==> src/rtl/phy_lane_scheduler.sv <==
// Transmit-side lane scheduler: round-robin grants of four byte lanes onto one slot stream.
// Optional per-lane grant / idle statistics counters are enabled by defining PHY_SCHED_STATS_EN.
//
// state     | meaning
// ----------+-----------------------------------------------------------
// ST_RESET  | held in reset; slot counter frozen at 0
// ST_SYNC   | send SYNC_SLOTS IDLE slots, ignore requests
// ST_ACTIVE | grant one valid lane per slot, IDLE when none requests
module phy_lane_scheduler #(
    parameter int unsigned SLOT_CYCLES = 8,
    parameter int unsigned SYNC_SLOTS  = 4,
    parameter logic [7:0]  IDLE_CHAR   = 8'hBC,
    parameter int unsigned CNT_W       = 16
) (
    input  logic             clk_32f,
    input  logic             reset_L,
    input  logic [7:0]       in0,
    input  logic [7:0]       in1,
    input  logic [7:0]       in2,
    input  logic [7:0]       in3,
    input  logic             valid_in0,
    input  logic             valid_in1,
    input  logic             valid_in2,
    input  logic             valid_in3,
    output logic             ready0,
    output logic             ready1,
    output logic             ready2,
    output logic             ready3,
    output logic [7:0]       data_out,
    output logic             valid_out,
    output logic             byte_strobe,
    output logic [1:0]       lane_id,
    output logic             sync_done
`ifdef PHY_SCHED_STATS_EN
   ,output logic [CNT_W-1:0] gnt_cnt0,
    output logic [CNT_W-1:0] gnt_cnt1,
    output logic [CNT_W-1:0] gnt_cnt2,
    output logic [CNT_W-1:0] gnt_cnt3,
    output logic [CNT_W-1:0] idle_cnt
`endif
);

    localparam int unsigned SLOT_W = (SLOT_CYCLES > 2) ? $clog2(SLOT_CYCLES) : 1;
    localparam int unsigned SYNC_W = (SYNC_SLOTS > 1) ? $clog2(SYNC_SLOTS + 1) : 1;

    typedef enum logic [1:0] {ST_RESET, ST_SYNC, ST_ACTIVE} state_t;

    state_t              r_state;
    state_t              w_state_nxt;
    logic [SLOT_W-1:0]   r_slot_cnt;
    logic [SYNC_W-1:0]   r_sync_cnt;
    logic [1:0]          r_rr_last;
    logic [7:0]          r_data;
    logic                r_valid;
    logic                r_strobe;
    logic [1:0]          r_lane;
    logic                r_sync_done;

    logic                w_boundary;
    logic                w_sync_last;
    logic [3:0]          w_req;
    logic                w_found;
    logic [1:0]          w_gnt;
    logic [1:0]          w_idx;
    logic [7:0]          w_gnt_data;
    logic [3:0]          w_ready;

    assign w_req       = {valid_in3, valid_in2, valid_in1, valid_in0};
    assign w_boundary  = (r_state != ST_RESET) && (r_slot_cnt == SLOT_W'(SLOT_CYCLES - 1));
    assign w_sync_last = (r_sync_cnt == SYNC_W'(SYNC_SLOTS - 1));

    // Round-robin search starting just after the last granted lane.
    always_comb begin
        w_found = 1'b0;
        w_gnt   = r_rr_last;
        w_idx   = r_rr_last;
        for (int k = 1; k <= 4; k++) begin
            w_idx = r_rr_last + 2'(k);
            if (!w_found && w_req[w_idx]) begin
                w_found = 1'b1;
                w_gnt   = w_idx;
            end
        end
    end

    always_comb begin
        case (w_gnt)
            2'd0:    w_gnt_data = in0;
            2'd1:    w_gnt_data = in1;
            2'd2:    w_gnt_data = in2;
            default: w_gnt_data = in3;
        endcase
    end

    always_ff @(posedge clk_32f or negedge reset_L) begin
        if (!reset_L) r_state <= ST_RESET;
        else          r_state <= w_state_nxt;
    end

    always_comb begin
        w_state_nxt = r_state;
        case (r_state)
            ST_RESET:  w_state_nxt = ST_SYNC;
            ST_SYNC:   if (w_boundary && w_sync_last) w_state_nxt = ST_ACTIVE;
            ST_ACTIVE: w_state_nxt = ST_ACTIVE;
            default:   w_state_nxt = ST_RESET;
        endcase
    end

    always_comb begin
        w_ready = 4'b0000;
        if ((r_state == ST_ACTIVE) && w_boundary && w_found) w_ready[w_gnt] = 1'b1;
    end

    always_ff @(posedge clk_32f or negedge reset_L) begin
        if (!reset_L) begin
            r_slot_cnt  <= '0;
            r_sync_cnt  <= '0;
            r_rr_last   <= 2'd3;
            r_data      <= IDLE_CHAR;
            r_valid     <= 1'b0;
            r_strobe    <= 1'b0;
            r_lane      <= 2'd0;
            r_sync_done <= 1'b0;
        end else begin
            if (r_state != ST_RESET)
                r_slot_cnt <= w_boundary ? '0 : r_slot_cnt + SLOT_W'(1);
            r_strobe    <= w_boundary;
            r_sync_done <= (w_state_nxt == ST_ACTIVE);
            if (w_boundary) begin
                if ((r_state == ST_ACTIVE) && w_found) begin
                    r_data    <= w_gnt_data;
                    r_valid   <= 1'b1;
                    r_lane    <= w_gnt;
                    r_rr_last <= w_gnt;
                end else begin
                    r_data  <= IDLE_CHAR;
                    r_valid <= 1'b0;
                end
                if (r_state == ST_SYNC) r_sync_cnt <= r_sync_cnt + SYNC_W'(1);
            end
        end
    end

    assign data_out    = r_data;
    assign valid_out   = r_valid;
    assign byte_strobe = r_strobe;
    assign lane_id     = r_lane;
    assign sync_done   = r_sync_done;
    assign ready0      = w_ready[0];
    assign ready1      = w_ready[1];
    assign ready2      = w_ready[2];
    assign ready3      = w_ready[3];

`ifdef PHY_SCHED_STATS_EN
    logic [CNT_W-1:0] r_gnt_cnt [4];
    logic [CNT_W-1:0] r_idle_cnt;

    // Saturating counters: stick at all-ones rather than wrap.
    always_ff @(posedge clk_32f or negedge reset_L) begin
        if (!reset_L) begin
            for (int i = 0; i < 4; i++) r_gnt_cnt[i] <= '0;
            r_idle_cnt <= '0;
        end else begin
            for (int i = 0; i < 4; i++)
                if (w_ready[i] && (r_gnt_cnt[i] != {CNT_W{1'b1}}))
                    r_gnt_cnt[i] <= r_gnt_cnt[i] + CNT_W'(1);
            if ((r_state == ST_ACTIVE) && w_boundary && !w_found && (r_idle_cnt != {CNT_W{1'b1}}))
                r_idle_cnt <= r_idle_cnt + CNT_W'(1);
        end
    end

    assign gnt_cnt0 = r_gnt_cnt[0];
    assign gnt_cnt1 = r_gnt_cnt[1];
    assign gnt_cnt2 = r_gnt_cnt[2];
    assign gnt_cnt3 = r_gnt_cnt[3];
    assign idle_cnt = r_idle_cnt;
`endif

endmodule

==> config.mk <==
export PLATFORM = sky130hd
export DESIGN_NAME = phy_lane_scheduler
export DESIGN_NICKNAME = d
export VERILOG_FILES = /design/src/rtl/phy_lane_scheduler.sv
export SDC_FILE = /design/constraint.sdc
export NUM_CORES = 1
export LEC_CHECK = 0
export BUFFER_PORTS_ARGS = -buffer_cell sky130_fd_sc_hd__clkbuf_2
export CAP_MARGIN = 20
export CELL_PAD_IN_SITES_DETAIL_PLACEMENT = 1
export CELL_PAD_IN_SITES_GLOBAL_PLACEMENT = 1
export CORE_MARGIN = 4
export CORE_UTILIZATION = 40
export CTS_BUF_LIST = sky130_fd_sc_hd__clkbuf_4
export DETAILED_ROUTE_END_ITERATION = 8
export PLACE_DENSITY_LB_ADDON = 0.1
export SLEW_MARGIN = 20
export SYNTH_ARGS = -nofsm -noshare
export SYNTH_HDL_FRONTEND = slang
export SYNTH_SLANG_ARGS = --single-unit
==> constraint.sdc <==
create_clock -name clk_32f -period 3.7 [get_ports clk_32f]
set_input_delay 0.185 -clock clk_32f [delete_from_list [all_inputs] [get_ports clk_32f]]
set_output_delay 0.185 -clock clk_32f [all_outputs]
set_load 0.01 [all_outputs]
# Yosys cells after proc, flatten, opt, wreduce, memory -nomap -nowiden
# Cells that the tools add are included.
dict set report totals {
  regBits 23
}
dict set report classes {
  n_reduce_logical 17
  n_addsub 5
  n_eq_ne 7
  muxes 25
  magnitude_cmp 6
}
# cell n
set op_table {}
lappend op_table {{$pmux W8 S3} 1}
lappend op_table {{$lt A2 B3 Y1 const B} 5}
lappend op_table {{$mux W1} 10}
lappend op_table {{$mux W2} 5}
lappend op_table {{$logic_and A1 B1 Y1} 9}
lappend op_table {{$bmux W1 S2} 4}
lappend op_table {{$mux W8} 1}
lappend op_table {{$add A3 B1 Y3 const B} 2}
lappend op_table {{$eq A2 B2 Y1 const B} 3}
lappend op_table {{$pmux W2 S3} 1}
lappend op_table {{$add A2 B2 Y2 const B} 2}
lappend op_table {{$eq A2 B1 Y1 const B} 2}
lappend op_table {{$logic_not A2 Y1} 2}
lappend op_table {{$mux W4} 1}
lappend op_table {{$reduce_and A2 Y1} 2}
lappend op_table {{$eq A3 B2 Y1 const B} 1}
lappend op_table {{$eq A3 B3 Y1 const B} 1}
lappend op_table {{$logic_not A1 Y1} 3}
lappend op_table {{$mux W3} 1}
lappend op_table {{$add A2 B1 Y2 const B} 1}
lappend op_table {{$demux W1 S2} 1}
lappend op_table {{$ge A2 B1 Y1 const B} 1}
lappend op_table {{$reduce_bool A2 Y1} 1}

# Longest topological paths before layout
dict set report depth {
  depth_word 18
  depth_mapped 7
  ltp_nobuf 6
}

# Worst setup path after synthesis
# Ideal clock, no wire load.
dict set report synth_timing {
  path_kind {reg-to-output}
  start {register r_slot_cnt[0]}
  end {output ready0}
  arrival_ps 1431
  setup_slack_ps 2084
  path_stages_with_launch 8
  cell_sequence {dfrtp_1 > ha_1 > ha_1 > and3_1 > buf_2 > buf_2 > nand2_1 > nor2_1}
}
dict set report synth_via {
  elab_chain_len 5
}
# item line
set synth_rtl {}
lappend synth_rtl {{start: declaration} 50} ;# logic [SLOT_W-1:0] r_slot_cnt;
lappend synth_rtl {{start signal: assignment} 127} ;# r_slot_cnt <= w_boundary ? '0 : r_slot_cnt + SLOT_W'(1);
lappend synth_rtl {{$eq A3 B3 Y1} 69} ;# assign w_boundary = (r_state != ST_RESET) && (r_slot_cnt == SLOT_W'(SLOT_CYCLES - 1));
lappend synth_rtl {{$logic_and A1 B1 Y1} 69}
lappend synth_rtl {{$logic_and A1 B1 Y1 (2 in series)} 112} ;# if ((r_state == ST_ACTIVE) && w_boundary && w_found) w_ready[w_gnt] = 1'b1;
lappend synth_rtl {{$mux W4} 112}
lappend synth_rtl {{end: declaration} 25} ;# output logic ready0,
# Every way passes these cells.

# Worst setup path after layout
dict set report layout_timing {
  start {register r_rr_last[0]}
  end {output ready2}
}
dict set report layout_via {
  elab_chain_len 18
  word_cells_on_any_way 32
  cone_classes {add/sub (3); order compare (2); mux (19); reduce/logical (8)}
}
# item line
set layout_rtl {}
lappend layout_rtl {{start: declaration} 52} ;# logic [1:0] r_rr_last;
lappend layout_rtl {{start signal: assignment} 135} ;# r_rr_last <= w_gnt;
lappend layout_rtl {{$add A2 B1 Y2} 78} ;# w_idx = r_rr_last + 2'(k);
lappend layout_rtl {{$bmux W1 S2} 79} ;# if (!w_found && w_req[w_idx]) begin
lappend layout_rtl {{$mux W1 (implied by the code)} 79}
lappend layout_rtl {{$mux W1} 79}
lappend layout_rtl {{$logic_not A1 Y1} 79}
lappend layout_rtl {{$logic_and A1 B1 Y1} 79}
lappend layout_rtl {{$mux W1} 79}
lappend layout_rtl {{$logic_not A1 Y1} 79}
lappend layout_rtl {{(+2 left out)} --}
lappend layout_rtl {{$logic_not A1 Y1} 79}
lappend layout_rtl {{$logic_and A1 B1 Y1} 79}
lappend layout_rtl {{$mux W2} 79}
lappend layout_rtl {{$lt A2 B3 Y1 (implied by the code) or $ge A2 B1 Y1 (tied branches)} 112}
lappend layout_rtl {{$logic_and A1 B1 Y1 (implied by the code)} 112}
lappend layout_rtl {{$mux W1 (implied by the code)} 112}
lappend layout_rtl {{$demux W1 S2} 112}
lappend layout_rtl {{$mux W4 (*)} 112}
lappend layout_rtl {{end: declaration} 27} ;# output logic ready2,
# Every way passes the cells marked *; elsewhere a longest branch is shown, timed or not. The select of a mux whose other input is x is not followed.

==> impl_metrics.env <==
export IMPL_status="completed"
export IMPL_nFillCells=409
export IMPL_pwr_share_seq_pct=48.1
export IMPL_crit_buf_inv=1
export IMPL_cpLargestDelayFamily="compound AO/OA/AOI/OAI gates"
export IMPL_die_w_um=67.9
export IMPL_drt_iter0_drc=89
export IMPL_cts_tree="done"
export IMPL_p_switching_uw=226
export IMPL_synthCells=147
export IMPL_diodes=0
export IMPL_ant_nets=0
export IMPL_crit_required_ns=3.51
export IMPL_min_period_over_period_pct=66.9
export IMPL_initial_core_util_pct=42.3
export IMPL_final_common_cell="clkbuf_2"
export IMPL_cpPeakStageDelay_ns=0.87
export IMPL_dp_worst_setup_slack_ns=1.58
export IMPL_num_rows=21
export IMPL_route_detailed_wl_per_inst_um=17.3
export IMPL_ys_seq_area_share_pct=40.7
export IMPL_grt_max_degree=24
export IMPL_num_vias=1369
export IMPL_p_clk_share_pct=19.0
export IMPL_ys_ff_latch=23
export IMPL_wirelength_um=4260
export IMPL_post_route_min_period_ns=2.48
export IMPL_clock_sinks=23
export IMPL_dpl_hpwl_um=3320
export IMPL_critPathKind="flip-flop to output port"
export IMPL_fmax_mhz=404
export IMPL_seqCellArea_um2=584
export IMPL_swShare_pct=34.9
export IMPL_end_kind="output port"
export IMPL_drtPass1Iterations=4
export IMPL_path_max_fanout=11
export IMPL_synth_area_um2=1440
export IMPL_dieHeight_um=67.9
export IMPL_cp_cell_sequence="nand2_1 > o22ai_1 > nor2_4 > nor2_1 > clkbuf_2"
export IMPL_setup_tns_ns=0
export IMPL_placed_cell_area_um2=1730
export IMPL_multi_input_area_um2=798
export IMPL_crit_slowest_cell="o22ai_1"
export IMPL_gp_congestion=0.790
export IMPL_cp_arrival_ns=2.29
export IMPL_syn_to_final_growth_pct=22.8
export IMPL_power_frac_comb_pct=32.9
export IMPL_drc=0
export IMPL_skew_ns=0.0115
export IMPL_io_buffers=54
export IMPL_ir_drop_v=0.000176
export IMPL_clkTransAtPathRegs_ns=0.14
export IMPL_final_hold_viol_count=0
export IMPL_clk_latency_ns=0.33
export IMPL_gr_usage_all_layers_pct=20.2
export IMPL_numCtsBuffers=3
export IMPL_p_leak_nw=0.821
export IMPL_synth_avg_cell_area_um2=9.76
export IMPL_syn_num_nets=189
export IMPL_max_cap_violations=0
export IMPL_relSlewSlack_pct=24.6
export IMPL_setup_viol=0
export IMPL_intPower_uw=421
export IMPL_viasPerCell=5.54
export IMPL_postCtsResizedCells=0
export IMPL_grt_antenna_before_repair=0
export IMPL_die_area_um2=4610
export IMPL_htreeDepth=1
export IMPL_final_cell_mix="clkbuf_2 (54), dfrtp_1 (16), o21ai_1 (14), nand2_1 (13), nand3_1 (10)"
export IMPL_grt_overflow_total=0
export IMPL_min_path_type="input port to flip-flop"
export IMPL_cts_setup_buffers=0
export IMPL_fin_area_um2=1760
export IMPL_holdWs_ns=0.100
export IMPL_cts_root_buf="clkbuf_4"
export IMPL_final_max_slew_viol_count=0
export IMPL_grt_first_pass_wirelength_um=6910
export IMPL_fin_ws_ns=1.22
export IMPL_coreArea_um2=3390
export IMPL_grt_pass1_vias=1457
export IMPL_clock_path_buffers=2
export IMPL_io_pin_count=55
export IMPL_tightest_slew_ns=1.13
export IMPL_rsz0062_at_grt="false"
export IMPL_yosysUniqueCellTypes=48
export IMPL_drive_gt1_share_pct=41.8
export IMPL_power_density_nw_per_um2=367
export IMPL_layout_nets=244
export IMPL_crit_path_start_kind="flip-flop"
export IMPL_holdBufCountCts=1
export IMPL_ys_warn_count=0
[flip-flops by register name, indices dropped and copies added, names as in the netlist, 2 cells and up]
name / flops
r_sync_cnt: 3
r_rr_last: 2
data_out: 8
lane_id: 2
r_state: 2
r_slot_cnt: 3
[worst register-to-register path, stage by stage, from the launching register on]
cell	delay, ns
dfstp_2	0.62
nand2_1	0.09
o22ai_1	0.87
o21ai_0	0.23
and3_1	0.22
o21ai_1	0.11
[power groups by stage]
stage	Combinational (mW)	Sequential, mW	Clock [mW]
after floorplan	0.132	0.318	0
after global placement	0.203	0.314	0
after detailed placement	0.212	0.316	0
after CTS	0.214	0.311	0.129
after global routing	0.232	0.316	0.139
final	0.213	0.311	0.123
[synth_stat cells (all sizes together)]
master / count / area [um^2]
or3: 5 / 36.3
dfrtp: 16 / 400
xnor2: 1 / 8.76
o21ai: 18 / 90.1
a211oi: 2 / 27.5
inv: 4 / 15.0
o22ai: 1 / 6.26
a41oi: 1 / 8.76
nand3b: 1 / 7.51
o21bai: 2 / 15.0
nand2: 14 / 55.1
a22o: 1 / 8.76
nand4: 1 / 6.26
o32ai: 1 / 8.76
a21oi: 5 / 36.3
o21a: 4 / 30.0
nor2: 9 / 43.8
and2b: 1 / 10.0
and4b: 1 / 10.0
dfstp: 7 / 184
ha: 4 / 50.1
nor4: 1 / 12.5
o221ai: 3 / 26.3
and3: 5 / 36.3
buf: 5 / 37.5
a21o: 1 / 7.51
nor3: 5 / 51.3
o22a: 1 / 8.76
nor3b: 1 / 7.51
a22oi: 1 / 12.5
nor2b: 2 / 12.5
nand2b: 7 / 46.3
o221a: 3 / 33.8
mux2: 2 / 22.5
o2111a: 1 / 11.3
nand3: 10 / 50.1
[layer usage]
metal  share of wire, %  wire length (um)  up-vias  track usage [%]
met5                  0                 0        -                0
met4                1.6                68        0             6.70
met3                7.6               322        7             2.63
met2                 48              2040       60             35.2
met1                 43              1830      651             25.7
li1                   -                 -      651                -
[per-stage QoR]
step,utilization [%],cells,power [mW]
final,52.0,247,0.647
after global routing,52.0,247,0.687
after CTS,52.0,247,0.654
after detailed placement,50.9,242,0.528
after global placement,50.9,242,0.517
after floorplan,-,147,0.450
[area by class of cell]
cell class | instances | share of cell area, %
Sequential cell | 23 | 33.1
Tap cell | 46 | 3.26
Timing Repair Buffer | 55 | 15.9
Clock buffer | 3 | 1.28
Multi-Input combinational cell | 115 | 45.3
Clock inverter | 1 | 0.284
Inverter | 4 | 0.852
[worst paths after layout]
path	start	to	slack, ns	cells after the start
setup / recovery	r_rr_last[0]$_DFFE_PN1P_	ready2	1.22	5
min in group asynchronous	reset_L	r_slot_cnt[0]$_DFFE_PN0P_	0.38	2
hold / removal	in0[5]	data_out[5]$_DFFE_PN1P_	0.10	3
hold reg to reg	valid_out$_DFFE_PN0P_	valid_out$_DFFE_PN0P_	0.49	2
setup reg to reg	r_rr_last[0]$_DFFE_PN1P_	data_out[6]$_DFFE_PN0P_	1.51	5
max in group asynchronous	reset_L	lane_id[0]$_DFFE_PN0P_	2.92	2
[logic make-up after synthesis]
kind of cell | count (synthesis) | share of synthesized area, %
and+or+nand+nor | 63 | 26.9
DFF | 23 | 40.7
muxes | 2 | 1.57
adders and majority gates | 4 | 3.49
xor gates and xnor gates | 1 | 0.610
AOI/OAI and AO/OA | 45 | 23.1
buffers and inverters | 9 | 3.66
No activity file was read; power rests on OpenSTA's default activity.
